==> config.mk <==
export PLATFORM = sky130hd
export DESIGN_NAME = ula_mdu_control_flat
export DESIGN_NICKNAME = d
export VERILOG_FILES = /design/src/rtl/ula_mdu_control_pkg.sv /design/src/rtl/ula_mdu_control_if.sv /design/src/rtl/ula_mdu_core.sv /design/src/rtl/ula_mdu_control.sv /design/src/flat_wrapper.sv
export SDC_FILE = /design/constraint.sdc
export NUM_CORES = 1
export LEC_CHECK = 0
export BUFFER_PORTS_ARGS = -buffer_cell sky130_fd_sc_hd__buf_2
export CAP_MARGIN = 10
export CORE_MARGIN = 1.5
export CORE_UTILIZATION = 63
export DETAILED_ROUTE_END_ITERATION = 16
export GPL_TIMING_DRIVEN = 0
export PLACE_DENSITY = 0.83
export REMOVE_ABC_BUFFERS = 1
export SETUP_SLACK_MARGIN = 0.5
export SYNTH_ARGS = -nofsm -noshare
export SYNTH_HDL_FRONTEND = slang
export SYNTH_SLANG_ARGS = --single-unit
==> constraint.sdc <==
create_clock -name clk -period 7.4 [get_ports clk]
set_input_delay 1.48 -clock clk [delete_from_list [all_inputs] [get_ports clk]]
set_output_delay 1.48 -clock clk [all_outputs]
set_load 0.02 [all_outputs]
==> src/rtl/ula_mdu_control_pkg.sv <==
// ula_mdu_control_pkg: shared opcodes, decode constants and FSM states for the ALU-control / MDU block.
package ula_mdu_control_pkg;
    typedef enum logic [3:0] {
        ULA_AND = 4'b0000,
        ULA_OR  = 4'b0001,
        ULA_ADD = 4'b0010,
        ULA_SUB = 4'b0110,
        ULA_INV = 4'b1111
    } ula_op_t;

    typedef enum logic [2:0] {
        M_MUL    = 3'b000,
        M_MULH   = 3'b001,
        M_MULHSU = 3'b010,
        M_MULHU  = 3'b011,
        M_DIV    = 3'b100,
        M_DIVU   = 3'b101,
        M_REM    = 3'b110,
        M_REMU   = 3'b111
    } mop_t;

    typedef enum logic [1:0] {
        S_IDLE = 2'd0,
        S_BUSY = 2'd1,
        S_DONE = 2'd2
    } state_t;

    localparam logic [1:0] ALUOP_MEM    = 2'b00;
    localparam logic [1:0] ALUOP_BRANCH = 2'b01;
    localparam logic [1:0] ALUOP_RTYPE  = 2'b10;

    localparam logic [6:0] F7_BASE   = 7'b0000000;
    localparam logic [6:0] F7_ALT    = 7'b0100000;
    localparam logic [6:0] F7_MULDIV = 7'b0000001;

    localparam logic [2:0] F3_ADDSUB = 3'b000;
    localparam logic [2:0] F3_AND    = 3'b111;
    localparam logic [2:0] F3_OR     = 3'b110;
endpackage

==> src/rtl/ula_mdu_control_if.sv <==
// ula_mdu_control_if: instruction fields and operands in, decode/MDU status and result out.
interface ula_mdu_control_if #(
    parameter int XLEN = 32
);
    logic [1:0]      ALUOp;
    logic [2:0]      funct3;
    logic [6:0]      funct7;
    logic            start;
    logic [XLEN-1:0] op_a;
    logic [XLEN-1:0] op_b;
    logic [3:0]      ula_op;
    logic            mdu_sel;
    logic            stall;
    logic            busy;
    logic            done;
    logic [XLEN-1:0] mdu_result;

    modport master (
        output ALUOp, funct3, funct7, start, op_a, op_b,
        input  ula_op, mdu_sel, stall, busy, done, mdu_result
    );
    modport slave (
        input  ALUOp, funct3, funct7, start, op_a, op_b,
        output ula_op, mdu_sel, stall, busy, done, mdu_result
    );
endinterface

==> src/rtl/ula_mdu_core.sv <==
// ula_mdu_core: radix-2 shift-add multiplier / restoring divider on magnitudes with sign fix-up.
// ULA_MDU_SHORTCUT_EN adds a combinational result for trivially resolvable ops.
module ula_mdu_core
    import ula_mdu_control_pkg::*;
#(
    parameter int XLEN = 32
) (
    input  logic            clk,
    input  logic            rst,
    input  logic            i_load,
    input  logic            i_step,
    input  logic [2:0]      i_op,
    input  logic [XLEN-1:0] i_a,
    input  logic [XLEN-1:0] i_b,
    output logic            o_last,
    output logic            o_fast,
    output logic [XLEN-1:0] o_result,
    output logic [XLEN-1:0] o_fast_result
);
    localparam int CW = $clog2(XLEN);

    logic [2:0]        r_op;
    logic              r_neg, r_a_neg, r_dz;
    logic [XLEN-1:0]   r_a, r_b, r_hi, r_lo;
    logic [CW-1:0]     r_cnt;
    logic              w_an, w_bn;
    logic [XLEN-1:0]   w_mag_a, w_mag_b, w_hi_n, w_lo_n, w_q, w_r;
    logic [XLEN:0]     w_sum, w_rem_t, w_diff;
    logic [2*XLEN-1:0] w_prod;

    assign w_an    = (i_op inside {M_MULH, M_MULHSU, M_DIV, M_REM}) && i_a[XLEN-1];
    assign w_bn    = (i_op inside {M_MULH, M_DIV, M_REM}) && i_b[XLEN-1];
    assign w_mag_a = w_an ? -i_a : i_a;
    assign w_mag_b = w_bn ? -i_b : i_b;

    // r_hi:r_lo is the product register for multiply and remainder:dividend/quotient for divide
    assign w_sum   = {1'b0, r_hi} + (r_lo[0] ? {1'b0, r_b} : '0);
    assign w_rem_t = {r_hi, r_lo[XLEN-1]};
    assign w_diff  = w_rem_t - {1'b0, r_b};
    assign w_hi_n  = r_op[2] ? (w_diff[XLEN] ? w_rem_t[XLEN-1:0] : w_diff[XLEN-1:0]) : w_sum[XLEN:1];
    assign w_lo_n  = r_op[2] ? {r_lo[XLEN-2:0], ~w_diff[XLEN]} : {w_sum[0], r_lo[XLEN-1:1]};

    assign w_prod   = r_neg ? -{w_hi_n, w_lo_n} : {w_hi_n, w_lo_n};
    assign w_q      = r_dz ? '1 : (r_neg ? -w_lo_n : w_lo_n);
    assign w_r      = r_dz ? r_a : (r_a_neg ? -w_hi_n : w_hi_n);
    assign o_result = r_op == M_MUL ? w_prod[XLEN-1:0] : !r_op[2] ? w_prod[2*XLEN-1:XLEN] : r_op[1] ? w_r : w_q;
    assign o_last   = i_step && r_cnt == CW'(XLEN - 1);

`ifdef ULA_MDU_SHORTCUT_EN
    logic w_ovf;
    assign w_ovf         = (i_op == M_DIV || i_op == M_REM) && i_a == {1'b1, {(XLEN-1){1'b0}}} && i_b == '1;
    assign o_fast        = i_op[2] ? (i_b == '0 || w_ovf) : (i_a == '0 || i_b == '0);
    assign o_fast_result = !i_op[2] ? '0 : i_b == '0 ? (i_op[1] ? i_a : '1) : (i_op[1] ? '0 : i_a);
`else
    assign o_fast        = 1'b0;
    assign o_fast_result = '0;
`endif

    always_ff @(posedge clk) begin
        if (rst) begin
            r_op    <= '0;
            r_neg   <= 1'b0;
            r_a_neg <= 1'b0;
            r_dz    <= 1'b0;
            r_a     <= '0;
            r_b     <= '0;
            r_hi    <= '0;
            r_lo    <= '0;
            r_cnt   <= '0;
        end else if (i_load) begin
            r_op    <= i_op;
            r_neg   <= w_an ^ w_bn;
            r_a_neg <= w_an;
            r_dz    <= i_b == '0;
            r_a     <= i_a;
            r_b     <= w_mag_b;
            r_hi    <= '0;
            r_lo    <= w_mag_a;
            r_cnt   <= '0;
        end else if (i_step) begin
            r_hi    <= w_hi_n;
            r_lo    <= w_lo_n;
            r_cnt   <= r_cnt + 1'b1;
        end
    end
endmodule

==> src/rtl/ula_mdu_control.sv <==
// ula_mdu_control: ALU-control decoder plus iterative RV32M unit that stalls the core while busy.
// Define ULA_MDU_SHORTCUT_EN to let divide-by-zero, signed overflow and zero multiplies skip iteration.
module ula_mdu_control
    import ula_mdu_control_pkg::*;
#(
    parameter int XLEN = 32
) (
    input  logic             clk,
    input  logic             rst,
    ula_mdu_control_if.slave io_bus
);
    state_t          r_state, w_state_nxt;
    ula_op_t         w_ula_op;
    logic            w_mdu_sel, w_accept, w_last, w_fast;
    logic [XLEN-1:0] w_core_res, w_fast_res, r_result;

    assign w_mdu_sel = io_bus.ALUOp == ALUOP_RTYPE && io_bus.funct7 == F7_MULDIV;
    assign w_accept  = r_state == S_IDLE && io_bus.start && w_mdu_sel;

    always_comb begin
        w_ula_op = ULA_INV;
        if (io_bus.ALUOp == ALUOP_MEM)
            w_ula_op = ULA_ADD;
        else if (io_bus.ALUOp == ALUOP_BRANCH)
            w_ula_op = ULA_SUB;
        else if (io_bus.ALUOp == ALUOP_RTYPE && io_bus.funct7 == F7_BASE)
            w_ula_op = io_bus.funct3 == F3_ADDSUB ? ULA_ADD :
                       io_bus.funct3 == F3_AND    ? ULA_AND :
                       io_bus.funct3 == F3_OR     ? ULA_OR  : ULA_INV;
        else if (io_bus.ALUOp == ALUOP_RTYPE && io_bus.funct7 == F7_ALT && io_bus.funct3 == F3_ADDSUB)
            w_ula_op = ULA_SUB;
        else if (w_mdu_sel)
            w_ula_op = ULA_ADD;
    end

    ula_mdu_core #(.XLEN(XLEN)) u_core (
        .clk           (clk),
        .rst           (rst),
        .i_load        (w_accept),
        .i_step        (r_state == S_BUSY),
        .i_op          (io_bus.funct3),
        .i_a           (io_bus.op_a),
        .i_b           (io_bus.op_b),
        .o_last        (w_last),
        .o_fast        (w_fast),
        .o_result      (w_core_res),
        .o_fast_result (w_fast_res)
    );

    always_ff @(posedge clk) begin
        if (rst)
            r_state <= S_IDLE;
        else
            r_state <= w_state_nxt;
    end

    always_comb begin
        w_state_nxt = r_state;
        case (r_state)
            S_IDLE:  if (w_accept) w_state_nxt = w_fast ? S_DONE : S_BUSY;
            S_BUSY:  if (w_last) w_state_nxt = S_DONE;
            default: w_state_nxt = S_IDLE;
        endcase
    end

    // Result is captured on the edge that enters DONE, so it is valid while done is high
    always_ff @(posedge clk) begin
        if (rst)
            r_result <= '0;
        else if (w_accept && w_fast)
            r_result <= w_fast_res;
        else if (w_last)
            r_result <= w_core_res;
    end

    assign io_bus.ula_op     = w_ula_op;
    assign io_bus.mdu_sel    = w_mdu_sel;
    assign io_bus.stall      = w_accept || r_state == S_BUSY;
    assign io_bus.busy       = r_state == S_BUSY;
    assign io_bus.done       = r_state == S_DONE;
    assign io_bus.mdu_result = r_result;
endmodule

==> src/flat_wrapper.sv <==
// flat-port wrapper written by rule: the top's interface ports become plain ports
module ula_mdu_control_flat import ula_mdu_control_pkg::*;
#(
    parameter int XLEN = 32
)
  (clk, rst, io_bus_ALUOp, io_bus_funct3, io_bus_funct7, io_bus_start, io_bus_op_a, io_bus_op_b, io_bus_ula_op, io_bus_mdu_sel, io_bus_stall, io_bus_busy, io_bus_done, io_bus_mdu_result);
  ula_mdu_control_if #(.XLEN(XLEN)) io_bus_i ();
  input  logic clk;
  input  logic rst;
  input wire logic [$bits(io_bus_i.ALUOp)-1:0] io_bus_ALUOp;
  input wire logic [$bits(io_bus_i.funct3)-1:0] io_bus_funct3;
  input wire logic [$bits(io_bus_i.funct7)-1:0] io_bus_funct7;
  input wire logic [$bits(io_bus_i.start)-1:0] io_bus_start;
  input wire logic [$bits(io_bus_i.op_a)-1:0] io_bus_op_a;
  input wire logic [$bits(io_bus_i.op_b)-1:0] io_bus_op_b;
  output wire logic [$bits(io_bus_i.ula_op)-1:0] io_bus_ula_op;
  output wire logic [$bits(io_bus_i.mdu_sel)-1:0] io_bus_mdu_sel;
  output wire logic [$bits(io_bus_i.stall)-1:0] io_bus_stall;
  output wire logic [$bits(io_bus_i.busy)-1:0] io_bus_busy;
  output wire logic [$bits(io_bus_i.done)-1:0] io_bus_done;
  output wire logic [$bits(io_bus_i.mdu_result)-1:0] io_bus_mdu_result;
  assign io_bus_i.ALUOp = io_bus_ALUOp;
  assign io_bus_i.funct3 = io_bus_funct3;
  assign io_bus_i.funct7 = io_bus_funct7;
  assign io_bus_i.start = io_bus_start;
  assign io_bus_i.op_a = io_bus_op_a;
  assign io_bus_i.op_b = io_bus_op_b;
  assign io_bus_ula_op = io_bus_i.ula_op;
  assign io_bus_mdu_sel = io_bus_i.mdu_sel;
  assign io_bus_stall = io_bus_i.stall;
  assign io_bus_busy = io_bus_i.busy;
  assign io_bus_done = io_bus_i.done;
  assign io_bus_mdu_result = io_bus_i.mdu_result;
  ula_mdu_control #(.XLEN(XLEN)) u_core (.clk(clk), .rst(rst), .io_bus(io_bus_i));
endmodule
======== Word level (Yosys, flattened, before mapping) ========
Index checks and enable logic that the tools add are counted.
word-level totals
  input bits .............................. 79
  word-level logic and storage cells ...... 83
  output and inout port bits .............. 40
  memories kept ........................... 0
  bits in latches ......................... 0
  bits in read-only memories .............. 0
  memory bits (writable) .................. 0
  bits in registers ....................... 173
cells by class
  equal/unequal tests ..................... 14
  multiplexer cells ....................... 27
  $lt $le $gt $ge ......................... 0
  shift-type cells ........................ 0
  bitwise logic cells ..................... 2
  reduce and logical (&&, ||, !) cells .... 21
  $mul .................................... 0
  $add $sub $neg .......................... 8
  div/mod/pow operators ................... 0
operators with widths
  cell                   number
  $mux W32               15
  $neg A32 Y32           4
  $mux W64               1
  $neg A64 Y64           1
  $add A32 B32 Y33       1
  $sub A33 B32 Y33       1
  $logic_not A32 Y1      1
  $mux W4                8
  $eq A3 B3 Y1 const B   3
  $logic_and A1 B1 Y1    9
  $eq A7 B1 Y1 const B   1
  $eq A7 B6 Y1 const B   1
  $logic_not A7 Y1       1
  $logic_not A3 Y1       2
  $add A5 B1 Y5 const B  1
  $eq A5 B5 Y1 const B   1
  $eq A2 B1 Y1 const B   2
  $eq A2 B2 Y1 const B   2
  $logic_not A2 Y1       2
  $mux W2                2
  $ne A2 B1 Y1 const B   2
  $pmux W2 S2            1
  $reduce_bool A4 Y1     1
  $eq A3 B1 Y1 const B   1
  8 further kinds        8

======== Depth between registers and ports, before layout ========
Gate-level depths: netlist of the first run.
  word-level depth ........................ 9
  gate-level depth with buffers ........... 25
  depth with buffers taken out ............ 24

======== Modules after synthesis ========
From an unflattened synthesis of the first run, not the netlist that was laid out.
second synthesis, totals
  cell total of the unflattened synthesis .. 2432
  area total of the unflattened synthesis .. 17942.2 um2
modules (own cells, without submodules)
  module           sequential area each (um2)  cells each  area an instance (um2)  times used
  ula_mdu_core     2782.7                      2222        15815.2                 1
  ula_mdu_control  680.7                       210         2127.0                  1

======== Worst setup path before layout of the first run ========
Ideal clock, no wire load.
  kind .................................... register -> register
  start point ............................. reg u_core.u_core.r_lo[31]
  end point ............................... reg u_core.r_result[22], in the netlist u_core.io_bus.mdu_result[22]
  data required time ...................... 7266 ps
  library setup time ...................... 134 ps
  path buffers ............................ 0
  cell stages (with the launch flop) ...... 25
  setup slack ............................. 1753 ps
  data arrival time ....................... 5513 ps
  clock period less this slack ............ 5647 ps
  path through ............................ dfxtp_1 > inv_1 > ha_1 > inv_1 > fa_1 > a211oi_2 > nor3_1 > o21ai_1 > a21boi_2 > o211ai_4 > nor2_1 > a21oi_1 > ha_1 > o211ai_1 > or3_1 > or4_1 > nand2b_1 > or2_1 > nand2b_1 > clkinv_1 > nand2_1 > or3_1 > mux2_2 > a221oi_1 > a211oi_1
between the ends
  word-level cells in the longest chain between the ends .. 9
  elaborated cells on any way between the ends .. 16
  those cells by class .................... 4 x add/sub; 11 x mux; 1 x bitwise
ends and longest elaborated chain
  item                                           line                                    source
  start, declared                                ula_mdu_core.sv:24                      logic [XLEN-1:0] r_a, r_b, r_hi, r_lo;
  start signal, assigned                         ula_mdu_core.sv:78                      r_lo <= w_mag_a;
  start signal, assigned                         ula_mdu_core.sv:82                      r_lo <= w_lo_n;
  $sub A33 B32 Y33                               ula_mdu_core.sv:39                      assign w_diff = w_rem_t - {1'b0, r_b};
  $mux W32 / $not A1 Y1 (equally long branches)  ula_mdu_core.sv:40, ula_mdu_core.sv:41
  $mux W32 (on tied branches)                    ula_mdu_core.sv:40, ula_mdu_core.sv:41
  $neg A32 Y32 (on tied branches)                ula_mdu_core.sv:45, ula_mdu_core.sv:44
  $mux W32 (on tied branches) (2 in a row)       ula_mdu_core.sv:45, ula_mdu_core.sv:44
  $mux W32 (2 in a row)                          ula_mdu_core.sv:46                      assign o_result = r_op == M_MUL ? w_prod[XLEN-1:0] : !r_op[2] ? w_prod[2*XLEN-1:XLEN] : r_op[1] ? w_r : w_q;
  $mux W32 (*)                                   ula_mdu_core.sv:46
  end signal, assigned                           ula_mdu_control.sv:71                   r_result <= w_fast_res;
  end signal, assigned                           ula_mdu_control.sv:73                   r_result <= w_core_res;
  end, declared                                  ula_mdu_control.sv:15                   logic [XLEN-1:0] w_core_res, w_fast_res, r_result;
Mark *: on every way between the ends. The rest lies on a longest branch, timed or not.
A chain may end at the register's enable or synchronous reset.

======== Final worst setup path of the first run ========
  start point ............................. reg u_core.u_core.r_b[27]
  end point ............................... reg u_core.r_result[22], in the netlist u_core.io_bus.mdu_result[22]
between the ends
  word-level cells in the longest chain between the ends .. 9
  elaborated cells on any way between the ends .. 16
  those cells by class .................... 4 x add/sub; 11 x mux; 1 x bitwise
ends and longest elaborated chain
  item                                           line                                    source
  start, declared                                ula_mdu_core.sv:24
  start signal, assigned                         ula_mdu_core.sv:76                      r_b <= w_mag_b;
  $sub A33 B32 Y33 (*)                           ula_mdu_core.sv:39
  $mux W32 / $not A1 Y1 (equally long branches)  ula_mdu_core.sv:40, ula_mdu_core.sv:41
  $mux W32 (on tied branches)                    ula_mdu_core.sv:40, ula_mdu_core.sv:41
  $neg A32 Y32 (on tied branches)                ula_mdu_core.sv:45, ula_mdu_core.sv:44
  $mux W32 (on tied branches) (2 in a row)       ula_mdu_core.sv:45, ula_mdu_core.sv:44
  $mux W32 (2 in a row)                          ula_mdu_core.sv:46
  $mux W32 (*)                                   ula_mdu_core.sv:46
Marks and branches as above.

==> results of run 1 <==
timing repair:
item | 4_1_cts | 5_1_grt
cloned | 1 | 0
endpoints found under the setup margin | 16 | 9
resized for setup | 3 | 9
pin swaps | 3 | 1
setup buffers | 3 | 0
Yosys cell counts (46+ instances only):
| cell | count |
|---|---|
| xnor2_1 | 103 |
| and2_1 | 48 |
| nor3_1 | 70 |
| o21ai_0 | 163 |
| nor2_1 | 254 |
| ha_1 | 70 |
| a211oi_1 | 90 |
| inv_1 | 70 |
| a21oi_1 | 202 |
| clkbuf_1 | 110 |
| dfxtp_1 | 173 |
| nand2_1 | 286 |
| xor2_1 | 74 |
| mux2i_1 | 46 |
state kept, by name, indices dropped and copies added (netlist names), 2 cells and up:
| register | cells |
|---|---|
| u_core.io_bus.mdu_result | 32 |
| u_core.u_core.r_cnt | 5 |
| u_core.u_core.r_hi | 32 |
| u_core.r_state | 2 |
| u_core.u_core.r_op | 3 |
| u_core.u_core.r_b | 32 |
| u_core.u_core.r_a | 32 |
| u_core.u_core.r_lo | 32 |
worst paths after layout:
path	to	slack, ps	cells past startpoint
worst max-delay path	u_core.io_bus.mdu_result[22]	560	22
worst min-delay path	u_core.u_core.r_a[12]	460	2
worst max register to register	u_core.io_bus.mdu_result[22]	560	22
worst min register to register	u_core.u_core.r_a[12]	460	2
layer usage:
metal / vias up / GRT usage (%) / part of all wire [%]
met4: 0 / 17.01 / 3.6
met3: 185 / 10.31 / 12
met2: 1087 / 67.08 / 43
li1: 8410 / - / -
met5: - / 0 / 0
met1: 8552 / 60.26 / 41
per-stage QoR:
| step | total power, mW | worst slack (ps) | area [sq um] | utilization, % | hold WS (ps) |
|---|---|---|---|---|---|
| 2_1_floorplan | 1.047 | -1665 | 15640 | - | 426.4 |
| 3_3_place_gp | 1.121 | -5475 | 16640 | 66.08 | 442.8 |
| 3_5_place_dp | 1.130 | -708.2 | 16930 | 67.24 | 448.7 |
| 4_1_cts | 2.056 | 465.2 | 17580 | 69.81 | 460.0 |
| 5_1_grt | 2.104 | 441.2 | 17630 | 70.01 | 481.4 |
| 6_report | 2.063 | 559.4 | 17630 | 70.01 | 461.8 |
placed cells by master (no fill, tap or decap), drive strengths merged, types with 20 or more instances in the layout:
cell    netlist  final
nand2       286    286
nor2        254    254
a21oi       203    203
dfxtp       173    173
o21ai       173    173
buf          25    134
xnor2       103    103
a211oi       95     95
inv          70     76
xor2         74     74
nor3         71     71
ha           70     70
and2         48     48
mux2i        46     46
nand3        42     42
o31ai        32     32
nand4        29     29
o211ai       26     27
or3          24     24
a21o         23     23
and3         22     22
o21a         21     21
nor4         20     20
logic make-up after synthesis:
| group | synth area share (%) |
|---|---|
| mux | 3.334 |
| xor+xnor | 9.584 |
| flops | 21.41 |
| fa+ha+maj | 5.662 |
| simple gates | 25.48 |
| buf+inv | 5.051 |
| compound gates | 29.48 |
report_power, final:
| part | switching, mW | total, mW | leakage (nW) | internal [mW] |
|---|---|---|---|---|
| Sequential | 0.00108 | 0.931 | 1.39 | 0.930 |
| Clock | 0.489 | 0.945 | 0.293 | 0.456 |
| Combinational | 0.120 | 0.187 | 5.22 | 0.0667 |
final cells by class:
cell class / count / area, sq um
Clock buffer: 17 / 425.4
Clock inverter: 15 / 173.9
Fill cell: 2177 / 7552
Inverter: 74 / 279.0
Multi-Input combinational cell: 1912 / 11980
Sequential cell: 173 / 3468
Tap cell: 330 / 412.9
Timing Repair Buffer: 134 / 885.9
tightest hold or removal path: cells and delay by family (launching register included):
family	cells	cell delay (ps)
and+or+nand+nor	1	50
DFF	1	310
AOI/OAI and AO/OA	1	50
==> key figures, run 1 <==
Placement
  • Placed cells: 2617
  • Detailed Place HPWL: 45040 um
  • Global placement routability congestion: 1.038
  • # port buffers: 118

Global routing
  • Gr usage total: 44.17%
  • First-pass GRT wire length: 91420 um
  • Grt total ovfl: 0
  • Initial antenna violation count: 0
  • Vias in the first global route: 16560
  • Largest net degree at the start of global routing: 79

Timing
  • Setup TNS: 0 ps
  • Final setup viols: 0
  • Final Hold Fails: 0
  • Clock Skews: 22.31 ps
  • Tmin final: 6841 ps
  • Max_slew headroom: 17.76%
  • Fmax: 146.2 MHz
  • RSZ-0062 raised after global routing: yes
  • Final-report max-slew violation count: 0
  • Tcrit/Tclk final: 92.44%
  • Worst-Margin Slew: 1202 ps

Yosys
  • Area contributors post-synth: dfxtp_1 (21%), nand2_1 (6.6%), a21oi_1 (6.3%)
  • Cells after Synth: 2295
  • Top_reg_cell synth: dfxtp_1
  • Post-Synthesis Cell Area: 0.01618 sq mm
  • Synth Warn #: 0
  • Mapped Avg Cell Area: 7.048 sq um
  • Post-synth EDFFs: 0
  • Yosys top cell by area: dfxtp_1
  • Post-synth cell types: 95
  • Register area share after synthesis: 21.41%
  • Yosys reg bits: 173
  • Share of the synthesized area in the top cell type: 21.41%
  • Synth async-reset ratio: 0%

Power and ir drop
  • Lkg Pwr: 6.906 nW
  • Max IR drop VDD: 0.1191 mV
  • Cell Pwr Density: 117.0 mW/mm^2

Critical path
  • Critical Path End Type: register
  • CP top delay family: simple AND/OR/NAND/NOR gates
  • Slowest CP cell: or4_1
  • Critical path peak fanout: 11
  • CP Buf/Inv Count: 2
  • CP cell instances: inv_1 > ha_1 > a21oi_1 > o21ai_0 > a221o_1 > or3_4 > o211ai_4 > nor2_2 > a21oi_2 > ha_1 > o211ai_1 > or3_4 > or4_1 > nand2b_1 > or2_1 > nand2b_4 > clkinv_1 > nand2_1 > or3_1 > mux2_2 > a221oi_1 > a211oi_1
  • Kind of critical path: reg2reg
  • Delay of the slowest critical-path stage: 610 ps
  • R2r startpoint: u_core.u_core.r_b[27]
  • Arr. time, crit path: 7160 ps
  • Worst setup startpoint: u_core.u_core.r_b[27]
  • Worst EP required: 7720 ps
  • Worst setup SP type: register

CTS
  • Clock root buffer: clkbuf_16
  • Max Buffers Root-to-Sink: 2
  • Hold Buf Count CTS: 0
  • TritonCTS clock tree: built
  • CTS Sinks: 173
  • Worst skew pair latency: 460 ps
  • H-tree levels: 4
  • Clock transition at the registers of the reported paths: 90 ps
  • CTS buffer count: 17

Drt
  • Post-Route WL: 59490 um
  • First-pass iteration count of the detailed router: 6
  • DRC errors left: 0
  • Drt initial violations: 2405
  • Routed via count: 18230
  • Via-to-Cell Ratio: 6.868
  • DRT antenna net count: 0
  • Wire length per cell: 22.41 um

Floorplanning
  • Die H: 163.2 um
  • I/O pin cnt: 119
  • FP Rows: 58
  • Die footprint: 0.02665 sq mm
  • Initial core utilization: 64.24%
  • Die extent in x: 163.2 um
  • CORE AREA: 0.02518 sq mm

Min path
  • Hold Path Class: reg2reg
  • Worst hold start: u_core.u_core.r_a[12]

Cells and area
  • Ant diodes: 0
  • Non-Filler Instances: 2655
  • P&R area growth vs syn: 8.988%
  • Share of layout cells above drive strength 1: 9.677%
  • Net count, final: 2463

Flow run
  • Max-cap viol count: 0

Run status
  • Status: completed
No activity file was read; power rests on OpenSTA's default activity.
==> run 2, diff against run 1 <==
==> constraint.sdc (replaced) <==
create_clock -name clk -period 7.6 [get_ports clk]
set_input_delay 1.52 -clock clk [delete_from_list [all_inputs] [get_ports clk]]
set_output_delay 1.52 -clock clk [all_outputs]
set_load 0.02 [all_outputs]
==> key figures, run 2 (synthesized netlist as in run 1, its figures left out) <==
Global routing
  • Grt total ovfl: 0
  • Initial antenna violation count: 0
  • Vias in the first global route: 16570
  • Gr usage total: 44.23%
  • First-pass GRT wire length: 91560 um
  • Largest net degree at the start of global routing: 79

Timing
  • Worst-Margin Slew: 1303 ps
  • Final setup viols: 0
  • Final Hold Fails: 0
  • Final-report max-slew violation count: 0
  • Tcrit/Tclk final: 93.45%
  • Max_slew headroom: 12.83%
  • Fmax: 140.8 MHz
  • Tmin final: 7102 ps
  • RSZ-0062 raised after global routing: yes
  • Clock Skews: 22.97 ps
  • Fin worst setup slack: 497.9 ps

Critical path
  • Arr. time, crit path: 7420 ps
  • CP cell instances: inv_1 > ha_1 > a21oi_1 > o21ai_0 > a221o_1 > or3_4 > o211ai_4 > nor2_1 > a21oi_2 > ha_1 > o211ai_1 > or3_1 > or4_1 > nand2b_1 > or2_1 > nand2b_2 > clkinv_1 > nand2_1 > or3_1 > mux2_2 > a221oi_1 > a211oi_1
  • Worst EP required: 7920 ps
  • Worst R2R Setup Slack: 500 ps
  • R2r startpoint: u_core.u_core.r_b[27]
  • Critical path peak fanout: 11
  • Critical Path End Type: register
  • Kind of critical path: reg2reg
  • Slowest CP cell: or4_1
  • FF-to-FF End: u_core.io_bus.mdu_result[22]
  • Worst setup SP type: register
  • Worst setup startpoint: u_core.u_core.r_b[27]
  • Worst-case reg-to-reg path depth: 22
  • CP Buf/Inv Count: 2
  • CP top delay family: simple AND/OR/NAND/NOR gates
  • Delay of the slowest critical-path stage: 630 ps

CTS
  • Max Buffers Root-to-Sink: 2
  • Worst skew pair latency: 450 ps
  • CTS Sinks: 173
  • Clock root buffer: clkbuf_16
  • TritonCTS clock tree: built
  • CTS buffer count: 17
  • H-tree levels: 4
  • Clock transition at the registers of the reported paths: 90 ps
  • Hold Buf Count CTS: 0

Power and ir drop
  • Lkg Pwr: 6.896 nW
  • Max IR drop VDD: 0.1163 mV
  • Cell Pwr Density: 114.0 mW/mm^2

Drt
  • Via-to-Cell Ratio: 6.899
  • DRT antenna net count: 0
  • Post-Route WL: 59480 um
  • Drt initial violations: 2252
  • First-pass iteration count of the detailed router: 7
  • DRC errors left: 0
  • Routed via count: 18320
  • Wire length per cell: 22.40 um

Flow run
  • Max-cap viol count: 0

Cells and area
  • P&R area growth vs syn: 8.787%
  • Net count, final: 2463
  • Fillers: 2179
  • Finished Core Util: 69.88%
  • Ant diodes: 0
  • Most frequent cells in the layout: nand2_1 (286), nor2_1 (254), a21oi_1 (200)
  • Most common cell after layout, fill and taps aside: nand2_1
  • Share of layout cells above drive strength 1: 9.462%

Floorplanning
  • FP Rows: 58
  • CORE AREA: 0.02518 sq mm
  • Initial core utilization: 64.24%
  • Die H: 163.2 um
  • Die footprint: 0.02665 sq mm
  • I/O pin cnt: 119
  • Die extent in x: 163.2 um

Run status
  • Status: completed

Min path
  • Hold path depth: 2
  • Hold endpoint: u_core.u_core.r_a[12]
  • Hold Path Class: reg2reg
  • Worst hold start: u_core.u_core.r_a[12]

Placement
  • Detailed Place HPWL: 45040 um
  • # port buffers: 118
  • Global placement routability congestion: 1.038
  • Pre-CTS setup slack: -508.2 ps
[run 2: cell counts in the layout (fill, tap and decap cells not counted)]
No cell type changed its count.
[run 2: worst max-delay path by stage]
stage                                               to  cells after the start  slack, ps
after global routing      u_core.io_bus.mdu_result[22]                     22        380
after global placement    u_core.io_bus.mdu_result[22]                     16      -5280
after floorplan           u_core.io_bus.mdu_result[22]                     15      -1460
final                     u_core.io_bus.mdu_result[22]                     22        500
after CTS                 u_core.io_bus.mdu_result[22]                     22        510
after detailed placement  u_core.io_bus.mdu_result[22]                     24       -510
[run 2: what timing repair did]
item	CTS	global route
cloned	1	0
resized for setup	1	4
buffers inserted	2	1
endpoints found under the hold margin	0	0
setup endpoints to repair	16	8
pin swaps	2	1
[run 2: power breakdown]
part / leakage (nW) / total (mW) / switching (mW) / internal (mW)
combinational: 5.21 / 0.181 / 0.117 / 0.0644
sequential: 1.39 / 0.907 / 0.00106 / 0.906
clock: 0.293 / 0.918 / 0.474 / 0.444
total: 6.90 / 2.01 / 0.592 / 1.41
[run 2: tightest hold or removal path: cells and delay by family, from the launching register on]
| family | cells | cell delay (ps) |
|---|---|---|
| flops | 1 | 320 |
| simple gates | 1 | 50 |
| compound gates | 1 | 50 |
[run 2: per-stage QoR]
| stage | area, sq um | setup TNS [ps] | instances | power, mW | hold WS [ps] |
|---|---|---|---|---|---|
| final | 17600 | 0 | 2655 | 2.006 | 459.5 |
| after global placement | 16640 | -179410 | 2606 | 1.092 | 442.8 |
| after detailed placement | 16930 | -757.3 | 2617 | 1.100 | 448.7 |
| after CTS | 17560 | 0 | 2652 | 2.001 | 460.0 |
| after floorplan | 15640 | -18990 | 2158 | 1.019 | 426.4 |
| after global routing | 17600 | 0 | 2655 | 2.048 | 481.5 |
[run 2: per-layer routing]
layer	track usage [%]	vias up	routed length, um
met1	60.54	8591	24570
met5	0	-	0
li1	-	8409	-
met3	10.23	196	7122
met2	66.83	1121	25420
met4	17.35	0	2373
[run 2: layout make-up]
type | instances | area (sq um) | area share [%]
repair buffers | 134 | 885.9 | 5.034
flip-flops and latches | 173 | 3468 | 19.71
clock inverters | 15 | 173.9 | 0.9883
multi-input cells | 1912 | 11950 | 67.92
well taps | 330 | 412.9 | 2.346
inverters | 74 | 279.0 | 1.586
clock buffers | 17 | 425.4 | 2.418
